File: config.mk
export PLATFORM = sky130hd
export DESIGN_NAME = silife_gen_scheduler
export DESIGN_NICKNAME = d
export VERILOG_FILES = /design/src/rtl/silife_gen_scheduler.sv
export SDC_FILE = /design/constraint.sdc
export NUM_CORES = 1
export LEC_CHECK = 0
export CAP_MARGIN = 20
export CORE_MARGIN = 2
export CORE_UTILIZATION = 28
export DETAILED_ROUTE_END_ITERATION = 6
export GPL_ROUTABILITY_DRIVEN = 0
export HOLD_SLACK_MARGIN = 0.02
export SETUP_SLACK_MARGIN = 0.05
export SYNTH_ARGS = -nofsm -noshare
export SYNTH_HDL_FRONTEND = slang
export SYNTH_SLANG_ARGS = --single-unit
File: constraint.sdc
create_clock -name clk -period 2.9 [get_ports clk]
set_input_delay 0.87 -clock clk [delete_from_list [all_inputs] [get_ports clk]]
set_output_delay 0.87 -clock clk [all_outputs]
set_load 0.05 [all_outputs]
File: src/rtl/silife_gen_scheduler.sv
// rtl/silife_gen_scheduler.sv - generation scheduler for the silife cell grid
// Picks the generation trigger, arbitrates the shared BUSY line and runs the stepper/display handshakes.
module silife_gen_scheduler #(
  parameter int PERIOD_W     = 24,
  parameter int GEN_W        = 16,
  parameter int SYNC_TIMEOUT = 4096
) (
  input  logic                clk,
  input  logic                reset_n,
  input  logic                cfg_enable,
  input  logic [PERIOD_W-1:0] cfg_period,
  input  logic                cfg_disp_en,
  input  logic                cmd_step,
  input  logic                cmd_clear,
  input  logic                sync_active_i,
  input  logic                sync_clk_i,
  input  logic                busy_line_i,
  output logic                busy_oeb_o,
  output logic                step_req_o,
  input  logic                step_done_i,
  output logic                disp_req_o,
  input  logic                disp_done_i,
  output logic [GEN_W-1:0]    gen_count_o,
  output logic [7:0]          overrun_cnt_o,
  output logic                sync_err_o,
  output logic [1:0]          state_o
);

  localparam int TMR_W = $clog2(SYNC_TIMEOUT + 1);

  typedef enum logic [1:0] {
    IDLE      = 2'd0,
    WAIT_SYNC = 2'd1,
    STEP      = 2'd2,
    DISPLAY   = 2'd3
  } state_t;

  state_t state, state_next;

  logic [1:0]          sa_sync, sc_sync, bl_sync;
  logic                sa, sc, bl, sc_prev;
  logic [PERIOD_W-1:0] period_cnt, period_last;
  logic                period_tick, sc_rise, tick;
  logic                pending, enter_step;
  logic [TMR_W-1:0]    sync_timer;
  logic                bl_run, bl_ok, timeout_hit;

  // The BUSY line idles released, so its synchroniser comes out of reset high.
  always_ff @(posedge clk or negedge reset_n) begin
    if (!reset_n) begin
      sa_sync <= 2'b00;
      sc_sync <= 2'b00;
      bl_sync <= 2'b11;
      sc_prev <= 1'b0;
    end else begin
      sa_sync <= {sa_sync[0], sync_active_i};
      sc_sync <= {sc_sync[0], sync_clk_i};
      bl_sync <= {bl_sync[0], busy_line_i};
      sc_prev <= sc;
    end
  end

  assign sa = sa_sync[1];
  assign sc = sc_sync[1];
  assign bl = bl_sync[1];

  assign period_last = (cfg_period == '0) ? '0 : cfg_period - PERIOD_W'(1);
  assign period_tick = !sa && cfg_enable && (period_cnt == period_last);
  assign sc_rise     = sa && sc && !sc_prev;
  assign tick        = period_tick || sc_rise || cmd_step;

  // Equality compare: a counter already past a newly lowered period runs up to all-ones and wraps.
  always_ff @(posedge clk or negedge reset_n) begin
    if (!reset_n) begin
      period_cnt <= '0;
    end else if (sa || !cfg_enable || (period_cnt == period_last)) begin
      period_cnt <= '0;
    end else begin
      period_cnt <= period_cnt + PERIOD_W'(1);
    end
  end

  assign bl_ok = bl && bl_run;

  always_comb begin
    state_next  = state;
    timeout_hit = 1'b0;
    case (state)
      IDLE:      if (pending) state_next = sa ? WAIT_SYNC : STEP;
      WAIT_SYNC: begin
        if (!sa || bl_ok) begin
          state_next = STEP;
        end else if (sync_timer == TMR_W'(SYNC_TIMEOUT - 1)) begin
          state_next  = STEP;
          timeout_hit = 1'b1;
        end
      end
      STEP:      if (step_done_i) state_next = cfg_disp_en ? DISPLAY : IDLE;
      DISPLAY:   if (disp_done_i) state_next = IDLE;
      default:   state_next = IDLE;
    endcase
  end

  assign enter_step = (state_next == STEP) && (state != STEP);

  always_ff @(posedge clk or negedge reset_n) begin
    if (!reset_n) begin
      state <= IDLE;
    end else begin
      state <= state_next;
    end
  end

  // bl_run remembers the previous BUSY sample taken while waiting for the neighbours.
  always_ff @(posedge clk or negedge reset_n) begin
    if (!reset_n) begin
      sync_timer <= '0;
      bl_run     <= 1'b0;
    end else if (state != WAIT_SYNC) begin
      sync_timer <= '0;
      bl_run     <= 1'b0;
    end else begin
      sync_timer <= sync_timer + TMR_W'(1);
      bl_run     <= bl;
    end
  end

  // A trigger landing on the STEP entry cycle re-arms pending rather than counting as lost.
  always_ff @(posedge clk or negedge reset_n) begin
    if (!reset_n) begin
      pending       <= 1'b0;
      overrun_cnt_o <= 8'd0;
    end else begin
      if (enter_step) begin
        pending <= tick;
      end else if (tick) begin
        pending <= 1'b1;
      end
      if (cmd_clear) begin
        overrun_cnt_o <= 8'd0;
      end else if (tick && pending && !enter_step && (overrun_cnt_o != 8'hFF)) begin
        overrun_cnt_o <= overrun_cnt_o + 8'd1;
      end
    end
  end

  always_ff @(posedge clk or negedge reset_n) begin
    if (!reset_n) begin
      gen_count_o <= '0;
      sync_err_o  <= 1'b0;
    end else begin
      if (cmd_clear) begin
        gen_count_o <= '0;
      end else if ((state == STEP) && step_done_i) begin
        gen_count_o <= gen_count_o + GEN_W'(1);
      end
      if (cmd_clear) begin
        sync_err_o <= 1'b0;
      end else if (timeout_hit) begin
        sync_err_o <= 1'b1;
      end
    end
  end

  assign step_req_o = (state == STEP);
  assign disp_req_o = (state == DISPLAY);
  assign busy_oeb_o = !(sa && ((state == STEP) || (state == DISPLAY)));
  assign state_o    = state;

endmodule

== Word level (Yosys, flattened, before mapping) ==
Index checks and enable logic that the tools add are counted.
Word-level totals
  ROM bits: 0
  bits in latches: 0
  word-level logic and storage cells: 77
  output and inout bits: 30
  memories kept: 0
  flip-flop bits (word level): 73
  bits in writable memories: 0
Cells by class
  reductions and logical operators: 28
  divide/modulo/power cells: 0
  order comparisons: 0
  multipliers: 0
  equal/unequal tests: 9
  multiplexer cells: 23
  shift-type cells: 0
  bitwise gates (word level): 0
  $add $sub $neg: 5
Operators with widths (count)
  $mux 24: 2
  $mux 16: 2
  $add 24x1->24 const B: 1
  $eq 24x24->1: 1
  $logic_not 24->1: 1
  $sub 24x1->24 const B: 1
  $add 16x1->16 const B: 1
  $mux 8: 2
  $mux 2: 7
  $add 13x1->13 const B: 1
  $eq 13x12->1 const B: 1
  $mux 13: 1
  $logic_and 1x1->1: 11
  $add 8x1->8 const B: 1
  $mux 1: 8
  $ne 8x8->1 const B: 1
  $pmux 2 s4: 1
  $reduce_bool 2->1: 4
  $eq 2x2->1 const B: 3
  $logic_or 1x1->1: 6
  $logic_not 1->1: 5
  $eq 2x1->1 const B: 1
  $logic_not 2->1: 1
  $ne 2x1->1 const B: 1
  $ne 2x2->1 const B: 1

== Depth between registers and ports, before layout ==
  depth after elaboration: 11
  mapped depth: 15
  depth with buffers taken out: 12

== Worst setup path before layout ==
Ideal clock, no wire load.
  kind: in2reg
  start point: input port cfg_period[0]
  end point: register overrun_cnt_o[5]
  arrival time: 3.933 ns
  cell stages on the path: 12
  slack: -1.161 ns
  setup time: 0.128 ns
  path through: inv_1 ha_1 or3b_2 nor3_1 xor2_1 or4b_2 o21ai_0 o2111ai_1 nor4_2 a311oi_2 nor4_2 mux2_1
Between the ends
  word-level cells in the longest chain between the ends: 10
Ends and longest elaborated chain
  start, declared: RTL line 11  | input logic [PERIOD_W-1:0] cfg_period,
  $sub 24x1->24 / $logic_not 24->1 (equally long branches): RTL line 67  | assign period_last = (cfg_period == '0) ? '0 : cfg_period - PERIOD_W'(1);
  $mux 24 *: RTL line 67
  $eq 24x24->1 *: RTL line 68  | assign period_tick = !sa && cfg_enable && (period_cnt == period_last);
  $logic_and 1x1->1 *: RTL line 68
  $logic_or 1x1->1 * (2 in a row): RTL line 70  | assign tick = period_tick || sc_rise || cmd_step;
  $logic_and 1x1->1 * (3 in a row): RTL line 141  | end else if (tick && pending && !enter_step && (overrun_cnt_o != 8'hFF)) begin
  $reduce_bool 2->1 (no source line) *
  end signal, assigned: RTL line 142  | overrun_cnt_o <= overrun_cnt_o + 8'd1;
  end, declared: RTL line 24  | output logic [7:0] overrun_cnt_o,
Mark *: on every way between the ends. The rest lies on a longest branch, timed or not.
A chain may end at the register's enable or synchronous reset.

== Worst setup path in the final report ==
  start point: input port cfg_period[19]
  end point: register overrun_cnt_o[0]
The elaborated chain is that of the path after synthesis.

==> out/results.ini <==
[synthesis]
yosysSeqAreaShare = 0.394
synthFlopType = dfrtp_1
synth_top_cell_by_area = dfrtp_1
netlist_area_um2 = 4640
synth_fp_nets = 553
synth_edf_count = 0
synth_cell_type_count = 60
yosys.area.top_type_share = 0.383
synthAdderAreaFrac = 0.0135
yosys-top-cells-area = dfrtp_1, xor2_1, xnor2_1, nor2_1, nand3_1
synthSimpleGateAreaFrac = 0.292
ys_ff_latch = 73
synth_xor_area_frac = 0.146
muxShareOfSynthArea = 0.0310
postSynth.asyncResetShare = 1.00
synth_compound_area_frac = 0.0922
synth_top_family_by_area = simple AND/OR/NAND/NOR gates
syn_inst = 513
synth.avg_cell_area_um2 = 9.05
ys_warn_count = 0

[setup_path]
worstSetupEndpointType = register
startpoint_type = input port
criticalPathCategory = input port to register
cp_top_family = simple AND/OR/NAND/NOR gates
critPathBufInv = 4
cpMostUsedCell = buf_4
slowest_delay_ns = 0.54
crit_fanout = 7
worst_path_max_delay_cell = or4_4
crit_arrival_ns = 3.96
cp.required_ns = 3.13
crit_chain = buf_6 > or4_4 > nor4_4 > buf_4 > and2_4 > a211oi_2 > nor4_1 > nand4_1 > nor4_2 > buf_4 > a311oi_4 > buf_4 > nor2_4 > mux2_4

[cells_and_area]
layout-drive-gt1-share = 0.295
final_cell_area_um2 = 6770
nets = 699
fillers = 1586
area_growth_pct = 45.8
diodes = 0

[clock_network]
clock_latency_ns = 0.34
clk_pin_slew_ns = 0.06
holdBufCountCts = 0
cts_tree = built
ctsLongestPathBuffers = 2
htree_num_levels = 3
cts_buffers = 9
clkSinkCount = 73
root_buffer = clkbuf_16

[floorplan]
die_width_um = 133
num_rows = 47
core_area_um2 = 16400
fp.dieArea_um2 = 17600
io_pins = 65
fp.dieH_um = 133
initial_core_util = 0.283

[global_route]
grt-ovfl-total = 0
grt_start_max_net_pins = 74
grt_pass1_vias = 4563
grt.total_usage = 0.153
antenna_found_initial = 0
grt_pass1_wl_mm = 22.2

[sta]
max_slew_margin = 0.361
grt_setup_unrepaired = yes
maxSlewViolCount = 0
worst_pin_slew_ns = 0.958
fmax_mhz = 268
setup-violations-final = 33
worst_slack_ns = -0.831
clock-skew-final_ns = 0.00548
layout_min_cycle_time_ns = 3.73
hold_viol = 0
period_share = 1.29

[run_status]
run_status = finished, violations left
violations = negative setup slack

[routing]
vias_per_cell = 4.97
drt_wl_total_mm = 13.5
firstDrtPassIters = 4
route.detailed.drc = 0
dr_total_vias = 4395
routedWlPerCell_um = 15.2
drt_iter0_markers = 267
ant_nets = 0

[power]
ir_worst_vdd_mv = 0.673
p_leak_uw = 0.00279
p_per_area_nw_per_um2 = 475

[placed_design]
dp_slack_ns = -1.71
hpwl_mm = 9.80
port_buffers = 64
placed_area_um2 = 6150

[job]
maxCapViolCount = 0

[hold_path]
min_path_type = register to register

[what timing repair did]
item,4_1_cts,5_1_grt
setup endpoints to repair,33,34
endpoints found under the hold margin,0,0
gates cloned,0,0
pin swaps,24,26
buffers inserted,10,5
resized for setup,94,52
[cell type report]
cell class / instances / area [um^2] / area share
Multi-Input combinational cell: 402 / 2990 / 0.442
Sequential cell: 73 / 1830 / 0.270
Timing Repair Buffer: 156 / 1300 / 0.192
Tap cell: 220 / 275 / 0.0407
Clock buffer: 9 / 225 / 0.0333
Clock inverter: 7 / 83.8 / 0.0124
Inverter: 17 / 63.8 / 0.00943
[cell usage in the layout, fill, tap and decap left out, types with 3 or more instances in the layout]
cell type / count
xnor2_1: 31
nand3_1: 22
clkdlybuf4s15_1: 4
buf_6: 7
nor3b_1: 3
o31ai_1: 3
nand2_1: 31
clkbuf_16: 9
nor2_2: 3
clkdlybuf4s50_1: 38
or4_4: 4
nor4_2: 4
o21ai_0: 10
clkbuf_2: 7
o21ai_1: 4
and4_1: 6
buf_2: 6
and2_1: 5
inv_1: 15
nor3_2: 3
xor2_1: 37
and3_1: 11
nor4_1: 4
buf_4: 90
inv_6: 3
mux2i_1: 3
nand4_1: 14
mux2_1: 4
or3_4: 3
nor3_1: 8
nor4_4: 5
nor2b_1: 13
or3_1: 6
nand2b_1: 7
a21oi_1: 16
ha_1: 4
nor2_1: 73
mux2_4: 3
dfrtp_1: 71
[cells in the mapped netlist (all sizes together), types with 14 or more instances]
cell	n
xor2	38
inv	17
nor2b	14
o21ai	16
xnor2	34
nand2	31
clkbuf	15
dfrtp	71
nand3	24
nand4	14
a21oi	17
nor2	77
[per-layer routing]
metal | vias up | part of all wire | global-route usage
li1 | 2096 | - | -
met1 | 2151 | 0.45 | 0.202
met2 | 120 | 0.48 | 0.253
met3 | 28 | 0.049 | 0.0295
met4 | 0 | 0.021 | 0.0532
met5 | - | 0 | 0
[sequential cells by signal, summed over array words and instances, names as in the netlist]
name and flops:
sc_sync 2, overrun_cnt_o 8, sync_err_o 1, sa_sync 2
sync_timer 13, period_cnt 24, pending 1, gen_count_o 16
bl_sync 2, sc_prev 1, state_o 2, bl_run 1
[worst paths after layout]
kind	startpoint	endpoint	slack (ns)	depth (start not counted)
min in group asynchronous	reset_n	period_cnt[2]	0.66	1
worst min-delay path	bl_sync[0]	bl_sync[1]	0.36	0
worst min register to register	bl_sync[0]	bl_sync[1]	0.36	0
worst max-delay path	cfg_period[19]	overrun_cnt_o[0]	-0.83	14
max in group asynchronous	reset_n	sc_sync[1]	1.60	1
worst max register to register	sync_timer[0]	overrun_cnt_o[4]	0	11
[cell families after synthesis]
family / count (synthesis)
flops: 73
buf+inv: 38
fa+ha+maj: 5
mux: 13
simple gates: 248
compound gates: 62
xor+xnor: 74
[where the power goes]
group / internal (uW) / switching, uW / total (uW) / leakage, uW
clock network: 683 / 480 / 1160 / 0.000149
registers: 1070 / 45.7 / 1120 / 0.000989
logic: 385 / 547 / 932 / 0.00165
total: 2140 / 1070 / 3210 / 0.00279
[metrics by stage]
step / instances / hold WS, ns / utilization / total power [uW] / setup TNS, ns
after global routing: 884 / 0.363 / 0.413 / 3370 / -22.73
after global placement: 853 / 0.339 / 0.375 / 1990 / -42.32
final: 884 / 0.356 / 0.413 / 3210 / -18.01
after detailed placement: 853 / 0.347 / 0.375 / 2010 / -45.02
after floorplan: 513 / 0.331 / - / 1630 / -17.40
after CTS: 879 / 0.357 / 0.404 / 3240 / -19.23
Note: power is estimated with default switching activity, not from simulation.
